### config.mk
export PLATFORM = sky130hd
export DESIGN_NAME = mem_arbiter
export DESIGN_NICKNAME = d
export VERILOG_FILES = /design/src/rtl/mem_arbiter_pkg.sv /design/src/rtl/mem_arbiter_arb_prio_sel.sv /design/src/rtl/mem_arbiter.sv
export SDC_FILE = /design/constraint.sdc
export NUM_CORES = 1
export LEC_CHECK = 0
export ABC_CLOCK_PERIOD_IN_PS = 2560
export CAP_MARGIN = 20
export CORE_AREA = 2 2 209 211
export CTS_CLUSTER_SIZE = 12
export DETAILED_ROUTE_END_ITERATION = 6
export DIE_AREA = 0 0 211 213
export SKIP_LAST_GASP = 1
export SYNTH_ARGS = -nofsm -noshare
export SYNTH_HDL_FRONTEND = slang
export SYNTH_HIERARCHICAL = 1
export SYNTH_SLANG_ARGS = --single-unit
### constraint.sdc
create_clock -name clk -period 2.56 [get_ports clk]
set_input_delay 0.256 -clock clk [delete_from_list [all_inputs] [get_ports clk]]
set_output_delay 0.256 -clock clk [all_outputs]
set_load 0.02 [all_outputs]
### src/rtl/mem_arbiter_pkg.sv
// Shared encodings and constants for the IF/LS memory arbiter.
package mem_arbiter_pkg;

  localparam int MASK_W = 8;
  localparam int CNT_W  = 4;

  typedef enum logic [1:0] {
    ARB_IDLE = 2'd0,
    ARB_REQ  = 2'd1,
    ARB_RESP = 2'd2
  } arb_state_e;

  typedef enum logic {
    ARB_OWN_IF = 1'b0,
    ARB_OWN_LS = 1'b1
  } arb_owner_e;

endpackage

### src/rtl/mem_arbiter_arb_prio_sel.sv
// Winner selection between IF and LS: LS has fixed priority, but after
// STARVE_MAX consecutive contested LS wins the next contention goes to IF.
module arb_prio_sel
  import mem_arbiter_pkg::*;
#(
  parameter int STARVE_MAX = 4
) (
  input  logic clk,
  input  logic rst_n,
  input  logic if_valid,
  input  logic ls_valid,
  input  logic idle,
  output logic grant_if,
  output logic grant_ls
);

  localparam logic [CNT_W-1:0] CNT_MAX = CNT_W'(STARVE_MAX);

  logic [CNT_W-1:0] r_starve_cnt;
  logic             w_starved;
  logic             w_contend;

  // Grants are only issued in IDLE; IF overrides LS once it has starved.
  always_comb begin
    w_starved = (r_starve_cnt == CNT_MAX);
    w_contend = if_valid && ls_valid;
    grant_if  = idle && if_valid && (!ls_valid || w_starved);
    grant_ls  = idle && ls_valid && !(if_valid && w_starved);
  end

  // Count contested LS wins (saturating); any IF acceptance clears the count.
  always_ff @(posedge clk or negedge rst_n) begin
    if (!rst_n) begin
      r_starve_cnt <= '0;
    end else if (grant_if) begin
      r_starve_cnt <= '0;
    end else if (grant_ls && w_contend && !w_starved) begin
      r_starve_cnt <= r_starve_cnt + CNT_W'(1);
    end
  end

endmodule

### src/rtl/mem_arbiter.sv
// Shares one single-outstanding memory port between instruction fetch and
// load/store: latches the winning request, drives the downstream handshake
// and routes the response back to whichever requester owns the transaction.
module mem_arbiter
  import mem_arbiter_pkg::*;
#(
  parameter int XLEN       = 64,
  parameter int STARVE_MAX = 4
) (
  input  logic              clk,
  input  logic              rst_n,
  input  logic              if_req_valid,
  output logic              if_req_ready,
  input  logic [XLEN-1:0]   if_addr,
  output logic              if_rsp_valid,
  output logic [XLEN-1:0]   if_rdata,
  input  logic              ls_req_valid,
  output logic              ls_req_ready,
  input  logic [XLEN-1:0]   ls_addr,
  input  logic              ls_wen,
  input  logic [XLEN-1:0]   ls_wdata,
  input  logic [MASK_W-1:0] ls_wmask,
  output logic              ls_rsp_valid,
  output logic [XLEN-1:0]   ls_rdata,
  output logic              mem_req_valid,
  input  logic              mem_req_ready,
  output logic [XLEN-1:0]   mem_addr,
  output logic              mem_wen,
  output logic [XLEN-1:0]   mem_wdata,
  output logic [MASK_W-1:0] mem_wmask,
  input  logic              mem_rsp_valid,
  input  logic [XLEN-1:0]   mem_rdata,
  output logic              busy
);

  arb_state_e        r_state;
  arb_state_e        w_state_nxt;
  arb_owner_e        r_owner;
  logic [XLEN-1:0]   r_addr;
  logic              r_wen;
  logic [XLEN-1:0]   r_wdata;
  logic [MASK_W-1:0] r_wmask;

  logic w_idle;
  logic w_grant_if;
  logic w_grant_ls;
  logic w_rsp_fire;

  // rst_n gating keeps the combinational readies at 0 while reset is held.
  assign w_idle = (r_state == ARB_IDLE) && rst_n;

  arb_prio_sel #(
    .STARVE_MAX (STARVE_MAX)
  ) u_prio_sel (
    .clk      (clk),
    .rst_n    (rst_n),
    .if_valid (if_req_valid),
    .ls_valid (ls_req_valid),
    .idle     (w_idle),
    .grant_if (w_grant_if),
    .grant_ls (w_grant_ls)
  );

  // State register.
  always_ff @(posedge clk or negedge rst_n) begin
    if (!rst_n) begin
      r_state <= ARB_IDLE;
    end else begin
      r_state <= w_state_nxt;
    end
  end

  // Next-state logic; a response outside RESP is ignored.
  always_comb begin
    w_state_nxt = r_state;
    case (r_state)
      ARB_IDLE: if (w_grant_if || w_grant_ls) w_state_nxt = ARB_REQ;
      ARB_REQ:  if (mem_req_ready)            w_state_nxt = ARB_RESP;
      ARB_RESP: if (mem_rsp_valid)            w_state_nxt = ARB_IDLE;
      default:                                w_state_nxt = ARB_IDLE;
    endcase
  end

  // Request latch: capture the winner's request and remember who owns it.
  always_ff @(posedge clk or negedge rst_n) begin
    if (!rst_n) begin
      r_owner <= ARB_OWN_IF;
      r_addr  <= '0;
      r_wen   <= 1'b0;
      r_wdata <= '0;
      r_wmask <= '0;
    end else if (w_grant_if) begin
      r_owner <= ARB_OWN_IF;
      r_addr  <= if_addr;
      r_wen   <= 1'b0;
      r_wdata <= '0;
      r_wmask <= '0;
    end else if (w_grant_ls) begin
      r_owner <= ARB_OWN_LS;
      r_addr  <= ls_addr;
      r_wen   <= ls_wen;
      r_wdata <= ls_wdata;
      r_wmask <= ls_wmask;
    end
  end

  // Handshake outputs and response routing to the owner only.
  always_comb begin
    w_rsp_fire    = (r_state == ARB_RESP) && mem_rsp_valid;
    if_req_ready  = w_grant_if;
    ls_req_ready  = w_grant_ls;
    mem_req_valid = (r_state == ARB_REQ);
    mem_addr      = r_addr;
    mem_wen       = r_wen;
    mem_wdata     = r_wdata;
    mem_wmask     = r_wmask;
    if_rsp_valid  = w_rsp_fire && (r_owner == ARB_OWN_IF);
    ls_rsp_valid  = w_rsp_fire && (r_owner == ARB_OWN_LS);
    if_rdata      = if_rsp_valid ? mem_rdata : '0;
    ls_rdata      = ls_rsp_valid ? mem_rdata : '0;
    busy          = (r_state != ARB_IDLE);
  end

endmodule

After elaboration in Yosys (flattened, before gate mapping)
Cells that the tools add are included.
{ "totals": {"inputBits": 271, "output_inout_bits": 271, "regBits": 144} }
{ "classes": {"addsub": 1, "eq_ne": 6, "n_reduce_logical": 22, "bitwise_logic": 1, "n_mux": 18} }
{ "op_table": {"columns": ["operator", "count"], "rows": [
  ["$mux W64", 6],
  ["$mux W8", 2],
  ["$logic_and A1 B1 Y1", 12],
  ["$mux W4", 2],
  ["$mux W2", 3],
  ["$pmux W2 S3", 1],
  ["$reduce_bool A2 Y1", 3],
  ["$add A4 B1 Y4 const B", 1],
  ["$eq A4 B3 Y1 const B", 1],
  ["$mux W1", 4],
  ["$ne A2 B1 Y1 const B", 2],
  ["$logic_not A1 Y1", 3],
  ["$reduce_and A3 Y1", 1],
  ["$eq A2 B1 Y1 const B", 1],
  ["$eq A2 B2 Y1 const B", 1],
  ["$logic_not A2 Y1", 1],
  ["$logic_or A1 B1 Y1", 2],
  ["$ne A2 B2 Y1 const B", 1],
  ["$not A1 Y1", 1]
]} }

Depth between registers and ports, before layout
Gate-level depths: netlist of run 1.
{ "logic_depth": {"depth_word": 8, "depth_mapped": 9} }

Modules after synthesis
The synthesis of run 1 kept the hierarchy.
{ "by_module_without_submodules": {"columns": ["mod", "area_per_inst_um2", "instances", "cells_each"], "rows": [
  ["mem_arbiter", 6999.2, 1, 670],
  ["arb_prio_sel", 260.2, 1, 30]
]} }

Worst setup path after synthesis of run 1
OpenSTA, ideal clock, no wires.
{ "synth_path": {"path_kind": "register -> register", "from": "reg r_state[0]", "to": "reg r_addr[26], in the netlist mem_addr[26]", "slack_ns": 0.122, "required_ns": 2.428, "path_buffers": 3, "synth_period_minus_slack_ns": 2.438, "arrival_time_ns": 2.306, "stages_incl_launch_ff": 10, "path_cell_list": "dfrtp_1 > or2_2 > nor2_1 > nand2_1 > a41oi_1 > buf_2 > buf_6 > buf_6 > mux2i_1 > o21ai_1"} }
{ "synth_via": {"elab_chain_cells": 5, "elab_cells_between_ends": 8, "cone_classes": "mux: 1; reduce/logical: 7"} }
{ "synth_rtl": {"columns": ["element", "line", "source"], "rows": [
  ["start: declaration", "mem_arbiter.sv:36", "arb_state_e r_state;"],
  ["start signal: assignment", "mem_arbiter.sv:69", "r_state <= w_state_nxt;"],
  ["$logic_not A2 Y1", "mem_arbiter.sv:50", "assign w_idle = (r_state == ARB_IDLE) && rst_n;"],
  ["$logic_and A1 B1 Y1", "mem_arbiter.sv:50", null],
  ["net w_idle", "mem_arbiter.sv:44", "logic w_idle;"],
  ["$logic_and A1 B1 Y1 (2 in series)", "mem_arbiter_arb_prio_sel.sv:28", "grant_ls = idle && ls_valid && !(if_valid && w_starved);"],
  ["net ls_req_ready", "mem_arbiter.sv:18", "output logic ls_req_ready,"],
  ["$reduce_bool A2 Y1 (no line)", null, null],
  ["end signal: assignment", "mem_arbiter.sv:94", "r_addr <= if_addr;"],
  ["end signal: assignment", "mem_arbiter.sv:100", "r_addr <= ls_addr;"],
  ["end: declaration", "mem_arbiter.sv:39", "logic [XLEN-1:0] r_addr;"]
]} }
The timed path passes the listed nets, and every way through them passes these cells.
A chain may end at the register's enable or synchronous reset.

Worst setup path after layout of run 1
{ "layout_path": {"from": "reg r_state[0]", "to": "out ls_rdata[47]"} }
{ "layout_via": {"elab_chain_cells": 4} }
{ "layout_rtl": {"columns": ["element", "line", "source"], "rows": [
  ["$eq A2 B2 Y1", "mem_arbiter.sv:109", "w_rsp_fire = (r_state == ARB_RESP) && mem_rsp_valid;"],
  ["$logic_and A1 B1 Y1", "mem_arbiter.sv:109", null],
  ["$logic_and A1 B1 Y1", "mem_arbiter.sv:118", "ls_rsp_valid = w_rsp_fire && (r_owner == ARB_OWN_LS);"],
  ["$mux W64", "mem_arbiter.sv:120", "ls_rdata = ls_rsp_valid ? mem_rdata : '0;"],
  ["end: declaration", "mem_arbiter.sv:24", "output logic [XLEN-1:0] ls_rdata,"]
]} }
No other way between the ends.

==> impl_metrics.tcl, run 1 <==
set metrics [dict create \
    drt_iter0_drc 229 \
    drt-wirelength-per-cell_um 19.2 \
    cts-root-buf "clkbuf_16" \
    antenna_found_initial 17 \
    place_area_mm2 0.0132 \
    synth_top_area_frac 0.496 \
    vias_per_cell 3.98 \
    r2r_setup_slack_ns 0.21 \
    crit_start "r_state[0]" \
    grt_pass1_vias 7486 \
    rsz0062_at_grt "yes" \
    synth_seq_cells 144 \
    die_width_um 211 \
    cp.required_ns 2.30 \
    met3_usage 0.0547 \
    async_reset_ff_frac 1.00 \
    syn_area_per_cell_um2 10.4 \
    reg2reg_from "r_state[1]" \
    route.detailed.drc 0 \
    grt_pass1_wl_um 48700 \
    synth.area.top_cells "dfrtp_1, mux2i_1, and2_1, nor2_1, nand2_1" \
    drive_gt1_frac 0.0500 \
    ys_seq_area_frac 0.496 \
    regToRegEndpoint "mem_wdata[11]" \
    tightest_slew_ns 0.749 \
    area_growth_pct 93.2 \
    synth_cells 700 \
    fmax_mhz 391 \
    grt_max_degree 87 \
    drt_first_pass_iters 4 \
    most-common-layout-cells "clkdlybuf4s50_1, dfrtp_1, mux2i_1" \
    fillers 4374 \
    port_buffers 541 \
    hold_path.class "input pin to flip-flop" \
    clock_sinks 144 \
    leakage_nw 7.11 \
    htreeDepth 4 \
    die_area_mm2 0.0449 \
    clk_latency_ns 0.46 \
    final-setup-viol-count 0 \
    grt_usage 0.150 \
    top_usage_layer "met2" \
    synth_fp_nets 973 \
    synth-edff-count 0 \
    synth_warnings 6 \
    fin_crit_sh 0.998 \
    cts_tree "built" \
    cts.path.max_buffers 2 \
    stdcell_area_mm2 0.0140 \
    path_clk_slew_ns 0.06 \
    fin_skew_ns 0.0145 \
    synth_area_mm2 0.00726 \
    slew-limit-headroom 0.501 \
    place_congestion 0.811 \
    startpoint_type "flip-flop" \
    arrival_ns 2.30 \
    hpwl_um 27600 \
    ir_drop_mv 0.486 \
    core.rowCount 76 \
    met2_usage 0.271 \
    drtAntennaViolNets 0 \
    worstSetupPathType "flip-flop to output port" \
    maxCapViolCount 0 \
    status "finished, final reports clean" \
    vias 7142 \
    r2r_cells 8 \
    grt.met1_usage 0.149 \
    yosys.area.top_type "dfrtp_1" \
    drt_wl_total_um 34600 \
    final_common_cell "clkdlybuf4s50_1" \
    period_minus_slack_ns 2.55 \
    cts-buffers-inserted 17 \
    cp-end-kind "output port" \
    power_density_mw_per_mm2 949 \
    cp_max_fo 33 \
    totalPowerFinal_mw 13.3 \
    endpoint "ls_rdata[47]" \
    overflow 0 \
    synth.distinct_cells 33 \
    core_mm2 0.0427 \
    io_pins 542 \
    slew_viol_final 0 \
    synth_top_flop_cell "dfrtp_1" \
    hold_viol_final 0 \
    start_util 0.170 \
    die-height_um 213 \
    fin_nets 1501 \
]
## area by class of cell
cell class	count	area (µm²)	share of cell area
timing repair buffer	562	5860	0.418
sequential	144	3600	0.257
multi-input combinational	498	3260	0.232
tap	546	683	0.0487
clock buffer	18	439	0.0313
clock inverter	14	143	0.0102
antenna	9	22.5	0.00161
inverter	5	18.8	0.00134
## repair_timing
action                                  4_1_cts  5_1_grt
setup buffers                                 0        0
endpoints found under the setup margin      128       85
gates resized for setup                      50       84
cloned                                        1        1
hold buffers                                  1        0
endpoints found under the hold margin        37        0
## flip-flops by register name, summed over array words and instances, names as in the netlist
register,flops
mem_addr,64
mem_wdata,64
mem_wmask,8
u_prio_sel/r_starve_cnt,4
r_state,2
mem_wen,1
r_owner,1
## stage by stage
step           setup WS, ns  instances  hold slack, ns  setup TNS, ns  utilization
2_1_floorplan         0.122        700         -0.0396              0            -
3_3_place_gp          0.175       1752           0.404              0        0.310
6_report            0.00545       1796           0.343              0        0.329
5_1_grt              -0.122       1793           0.323         -0.130        0.328
3_5_place_dp          0.171       1752           0.410              0        0.310
4_1_cts             -0.0810       1786           0.303          -4.14        0.323
## kinds of logic (layout without fill, tap and decap cells)
family | Yosys count | after routing | share of synthesized area
mux | 138 | 138 | 0.190
fa+ha+maj | 2 | 2 | 0.00345
simple gates | 285 | 285 | 0.198
other cells | 0 | 9 | 0
flops | 144 | 144 | 0.496
compound gates | 73 | 73 | 0.0519
buf+inv | 58 | 599 | 0.0600
## worst max-delay path: stages, from the launching register on
cell and delay, ns:
dfrtp_1 0.37, buf_4 0.15, and4b_4 0.39, buf_12 0.18, and2_1 0.13, clkdlybuf4s50_1 0.60
## synthesized netlist by cell type (2+ instances only)
cell type	number
o21ai_0	46
mux2i_1	138
buf_8	3
dfrtp_1	144
nand2_1	67
and2_1	128
nor2_1	76
a21oi_1	2
nand4_1	2
o21ai_1	20
buf_4	5
buf_6	20
buf_2	11
inv_1	5
ha_1	2
clkbuf_1	13
nand3_1	2
## worst min-delay path by stage
stage,from,to,slack [ns],cells after the start
final,if_addr[23],mem_addr[23],0.34,3
after CTS,if_addr[23],mem_addr[23],0.30,3
after global placement,rst_n,mem_addr[26],0.40,2
after detailed placement,rst_n,mem_addr[26],0.41,2
after floorplan,rst_n,mem_addr[0],-0.04,0
after global routing,if_addr[31],mem_addr[31],0.32,3
## per-layer routing
metal / share of wire / routed length [µm]
met1: 0.35 / 12100
met2: 0.53 / 18200
met3: 0.081 / 2820
met4: 0.040 / 1380
met5: 0.0011 / 38
## report_power, final
| group | switching, mW | internal, mW | leakage, nW |
|---|---|---|---|
| clock | 1.14 | 1.39 | 0.283 |
| sequential | 0.651 | 3.39 | 1.78 |
| combinational | 3.44 | 3.30 | 5.04 |
Power figures use the tool's default switching activity.
==> inputs of run 2 (changes only) <==
Settings changed: CTS_CLUSTER_DIAMETER set to 40, REMOVE_ABC_BUFFERS set to 1.
==> impl_metrics.tcl, run 2 (same netlist as run 1, synthesis figures left out) <==
set metrics [dict create \
    setup_tns_ns 0 \
    maxCapViolCount 0 \
    period_minus_slack_ns 2.49 \
    hold_path.class "input pin to flip-flop" \
    grt_max_degree 93 \
    place_congestion 0.875 \
    grt_usage 0.146 \
    drt_iter0_drc 305 \
    cts_tree "built" \
    regToRegEndpoint "mem_addr[22]" \
    die_width_um 211 \
    crit_slowest_cell "clkdlybuf4s50_1" \
    drt-wirelength-per-cell_um 19.0 \
    leakage_nw 6.52 \
    hpwl_um 27000 \
    fillers 4409 \
    cp-end-kind "output port" \
    cp.required_ns 2.30 \
    die_area_mm2 0.0449 \
    slew_viol_final 0 \
    slew-limit-headroom 0.516 \
    endpoint "if_rdata[16]" \
    met2_length_um 18000 \
    most-common-layout-cells "clkdlybuf4s50_1, dfrtp_1, mux2i_1" \
    fmax_mhz 401 \
    power_density_mw_per_mm2 963 \
    wl_met3_um 2510 \
    start_util 0.170 \
    cts-buffers-inserted 17 \
    htreeDepth 4 \
    core.rowCount 76 \
    r2r_setup_slack_ns 0.25 \
    fin_nets 1509 \
    totalPowerFinal_mw 13.7 \
    status "finished, final reports clean" \
    route.detailed.drc 0 \
    rsz0062_at_grt "yes" \
    grt_pass1_vias 7336 \
    antenna_found_initial 9 \
    cts.path.max_buffers 2 \
    io_pins 542 \
    crit_start "r_state[0]" \
    vias_per_cell 3.97 \
    clk_latency_ns 0.45 \
    core_mm2 0.0427 \
    cp_max_fo 32 \
    drt_first_pass_iters 4 \
    tightest_slew_ns 0.726 \
    cts-root-buf "clkbuf_16" \
    die-height_um 213 \
    vias 7153 \
    path_clk_slew_ns 0.06 \
    fin_skew_ns 0.0127 \
    drive_gt1_frac 0.0568 \
    arrival_ns 2.24 \
    port_buffers 541 \
    drt_wl_total_um 34300 \
    worstSetupPathType "flip-flop to output port" \
    ir_drop_mv 0.603 \
    hold_viol_final 0 \
    area_growth_pct 95.9 \
    wl_met1_um 12700 \
    grt_pass1_wl_um 47700 \
    r2r_cells 9 \
    fin_crit_sh 0.974 \
    final_common_cell "clkdlybuf4s50_1" \
    overflow 0 \
    clock_sinks 144 \
    path_cells "and4bb_4, clkbuf_16, and2_1, clkdlybuf4s50_1" \
    highest_layer "met4" \
    final-setup-viol-count 0 \
    reg2reg_from "r_state[0]" \
    drtAntennaViolNets 0 \
    critPathMaxStageDelay_ns 0.62 \
    startpoint_type "flip-flop" \
]
[run 2: cell count changes in the layout (fill, tap and decap cells not counted), sizes merged]
cell           delta
dlygate4sd2      -44
dlymetal6s2s     -25
buf               +8
clkinvlp          +2
clkdlybuf4s15     +1
bufbuf            -1
inv               -6
clkbuf            +1
clkdlybuf4s50    +69
bufinv            +3
[run 2: worst min path at each step]
| stage | start | end | slack, ns | cells past startpoint |
|---|---|---|---|---|
| after CTS | rst_n | u_prio_sel/r_starve_cnt[0] | 0.22 | 5 |
| after floorplan | rst_n | mem_addr[0] | -0.04 | 0 |
| after global placement | rst_n | mem_wdata[12] | 0.39 | 2 |
| final | rst_n | u_prio_sel/r_starve_cnt[0] | 0.24 | 5 |
| after detailed placement | rst_n | u_prio_sel/r_starve_cnt[3] | 0.37 | 2 |
| after global routing | rst_n | u_prio_sel/r_starve_cnt[0] | 0.24 | 5 |
[run 2: stage by stage]
| stage | hold WS, ns | area [µm²] | setup slack [ns] | cells | util |
|---|---|---|---|---|---|
| 2_1_floorplan | -0.0396 | 6840 | -9.89 | 647 | - |
| 3_3_place_gp | 0.388 | 13400 | 0.0301 | 1759 | 0.313 |
| 3_5_place_dp | 0.375 | 13400 | 0.0281 | 1759 | 0.313 |
| 4_1_cts | 0.225 | 14000 | -0.0385 | 1792 | 0.328 |
| 5_1_grt | 0.244 | 14200 | -0.0426 | 1801 | 0.333 |
| 6_report | 0.235 | 14200 | 0.0665 | 1804 | 0.333 |
[run 2: per-layer routing]
layer | vias to the layer above | track usage
li1 | 3389 | -
met1 | 3381 | 0.155
met2 | 345 | 0.264
met3 | 38 | 0.0452
met4 | 0 | 0.0692
met5 | - | 0
[run 2: cell type report]
class / count / area, µm² / area share
timing repair buffer: 570 / 6000 / 0.422
sequential: 144 / 3600 / 0.253
multi-input combinational: 498 / 3260 / 0.229
tap: 546 / 683 / 0.0480
clock buffer: 19 / 453 / 0.0318
clock inverter: 13 / 183 / 0.0128
antenna: 9 / 22.5 / 0.00158
inverter: 5 / 18.8 / 0.00132
[run 2: repair_timing]
item	CTS	global route
hold buffers	1	0
endpoints found under the setup margin	55	121
resized for setup	8	58
buffers inserted	0	1
hold endpoints to repair	91	0
cloned	0	2
[run 2: power breakdown]
group	total, mW	internal (mW)	switching (mW)
Clock	2.74	1.68	1.06
Sequential	4.06	3.39	0.678
Combinational	6.90	3.40	3.50
[run 2: critical path, delay by kind of cell (launching register included)]
kind | cells | cell delay, ns
buf+inv | 2 | 0.83
flops | 1 | 0.42
simple gates | 2 | 0.53
==> inputs of run 3 (changes only) <==
Settings changed: PLACE_DENSITY set to 0.44.
==> impl_metrics.tcl, run 3 (same netlist as run 1, synthesis figures left out) <==
set metrics [dict create \
    hold_viol_final 0 \
    slew-limit-headroom 0.382 \
    grt_usage 0.149 \
    period_minus_slack_ns 2.49 \
    arrival_ns 2.23 \
    clock_sinks 144 \
    die_area_mm2 0.0449 \
    final_common_cell "clkdlybuf4s50_1" \
    vias 7025 \
    clk_latency_ns 0.44 \
    fin_crit_sh 0.972 \
    fin_nets 1505 \
    fmax_mhz 402 \
    drt_wl_total_um 35100 \
    place_area_mm2 0.0132 \
    leakage_nw 6.52 \
    cp.required_ns 2.30 \
    fin_skew_ns 0.00878 \
    grt_max_degree 79 \
    drt_first_pass_iters 4 \
    most-common-layout-cells "clkdlybuf4s50_1, dfrtp_1, mux2i_1" \
    drt_iter0_drc 265 \
    startpoint_type "flip-flop" \
    die-height_um 213 \
    core.rowCount 76 \
    crit_start "r_state[0]" \
    slew_viol_final 0 \
    cts_tree "built" \
    port_buffers 541 \
    rsz0062_at_grt "yes" \
    pre_cts_slack_ns 0.213 \
    drtAntennaViolNets 0 \
    clock_power_share 0.197 \
    critPathMaxStageDelay_ns 0.61 \
    fin_hold_ws_ns 0.367 \
    hpwl_um 27200 \
    area_growth_pct 94.0 \
    path_cells "and4bb_4, buf_12, and2_1, clkdlybuf4s50_1" \
    drt-wirelength-per-cell_um 19.5 \
    io_pins 542 \
    antenna_found_initial 11 \
    grt_pass1_vias 7308 \
    grt_pass1_wl_um 48700 \
    cp_max_fo 33 \
    place_congestion 0.828 \
    hold_path.class "input pin to flip-flop" \
    tightest_slew_ns 0.927 \
    critPathBufInv 2 \
    timing.final.ws_setup_ns 0.0718 \
    worstSetupPathType "flip-flop to output port" \
    path_clk_slew_ns 0.06 \
    overflow 0 \
    combPwrFrac 0.505 \
    p_switching_mw 5.18 \
    die_width_um 211 \
    reg2reg_from "r_state[0]" \
    cp-end-kind "output port" \
    route.detailed.drc 0 \
    cts-buffers-inserted 17 \
    pwr-share-seq 0.298 \
    hold_start "if_addr[20]" \
    status "finished, final reports clean" \
    crit_slowest_cell "clkdlybuf4s50_1" \
    final-setup-viol-count 0 \
    maxCapViolCount 0 \
    setup_tns_ns 0 \
    start_util 0.170 \
    stdcell_area_mm2 0.0141 \
    cts.path.max_buffers 2 \
    p_int_mw 8.33 \
    core_mm2 0.0427 \
    vias_per_cell 3.91 \
    drive_gt1_frac 0.0498 \
    netSwitchingFraction 0.384 \
    htreeDepth 4 \
    cp_top_family "buffers and inverters" \
    ir_drop_mv 0.438 \
    power_density_mw_per_mm2 959 \
    cts-root-buf "clkbuf_16" \
]
run 3: cell count changes in the layout (fill, tap and decap cells not counted), moves of 2 or more:
cell,previous run,this run
clkinvlp_4,4,2
dlymetal6s2s_1,54,58
clkbuf_1,0,2
clkinv_4,0,2
buf_4,12,14
buf_12,16,8
inv_6,2,0
dlygate4sd2_1,4,0
run 3: worst register-to-register path: stages (launching register included):
cell and delay, ns:
dfrtp_1 0.43, or2_2 0.34, nor2_1 0.13, nand2_1 0.12, a41oi_4 0.27, buf_12 0.17, buf_12 0.27, mux2i_1 0.36
o21ai_0 0.09
run 3: timing repair:
item	CTS	global route
gates resized for setup	1	61
gates cloned	0	3
hold endpoints to repair	18	0
setup buffers	0	3
hold buffers	1	0
endpoints found under the setup margin	1	124
run 3: through the flow:
step / util / cells / total power [mW]
floorplan: - / 647 / 7.65
global placement: 0.309 / 1752 / 10.9
detailed placement: 0.309 / 1752 / 10.9
CTS: 0.324 / 1784 / 13.7
global route: 0.330 / 1798 / 14.3
finish: 0.330 / 1798 / 13.5
run 3: final timing paths:
path	cells after the start	endpoint	slack, ns
max	4	if_rdata[48]	0.07
min	3	mem_addr[20]	0.37
max reg2reg	8	mem_addr[3]	0.28
min reg2reg	2	mem_wdata[6]	0.52
max in group asynchronous	4	r_state[1]	0.97
min in group asynchronous	3	mem_wdata[56]	0.38
run 3: per-layer routing:
| metal | GRT usage | wire (µm) |
|---|---|---|
| met2 | 0.271 | 18800 |
| met5 | 0 | 9 |
| met1 | 0.149 | 12500 |
| met4 | 0.0668 | 795 |
| met3 | 0.0603 | 3010 |
run 3: power by group through the flow:
stage                     logic, mW  registers [mW]  clock network [mW]
after floorplan                2.28            5.36                   0
after CTS                      6.92            4.04                2.76
after global routing           7.31            4.18                2.84
after detailed placement       6.91            4.03                   0
final                          6.82            4.02                2.66
after global placement         6.90            4.02                   0
run 3: layout make-up:
class | count | area (µm²)
Sequential cell | 144 | 3600
Antenna cell | 8 | 20.0
Tap cell | 546 | 683
Clock inverter | 9 | 133
Multi-Input combinational cell | 498 | 3260
Clock buffer | 22 | 474
Fill cell | 4438 | 28600
Inverter | 5 | 18.8
Timing Repair Buffer | 566 | 5900
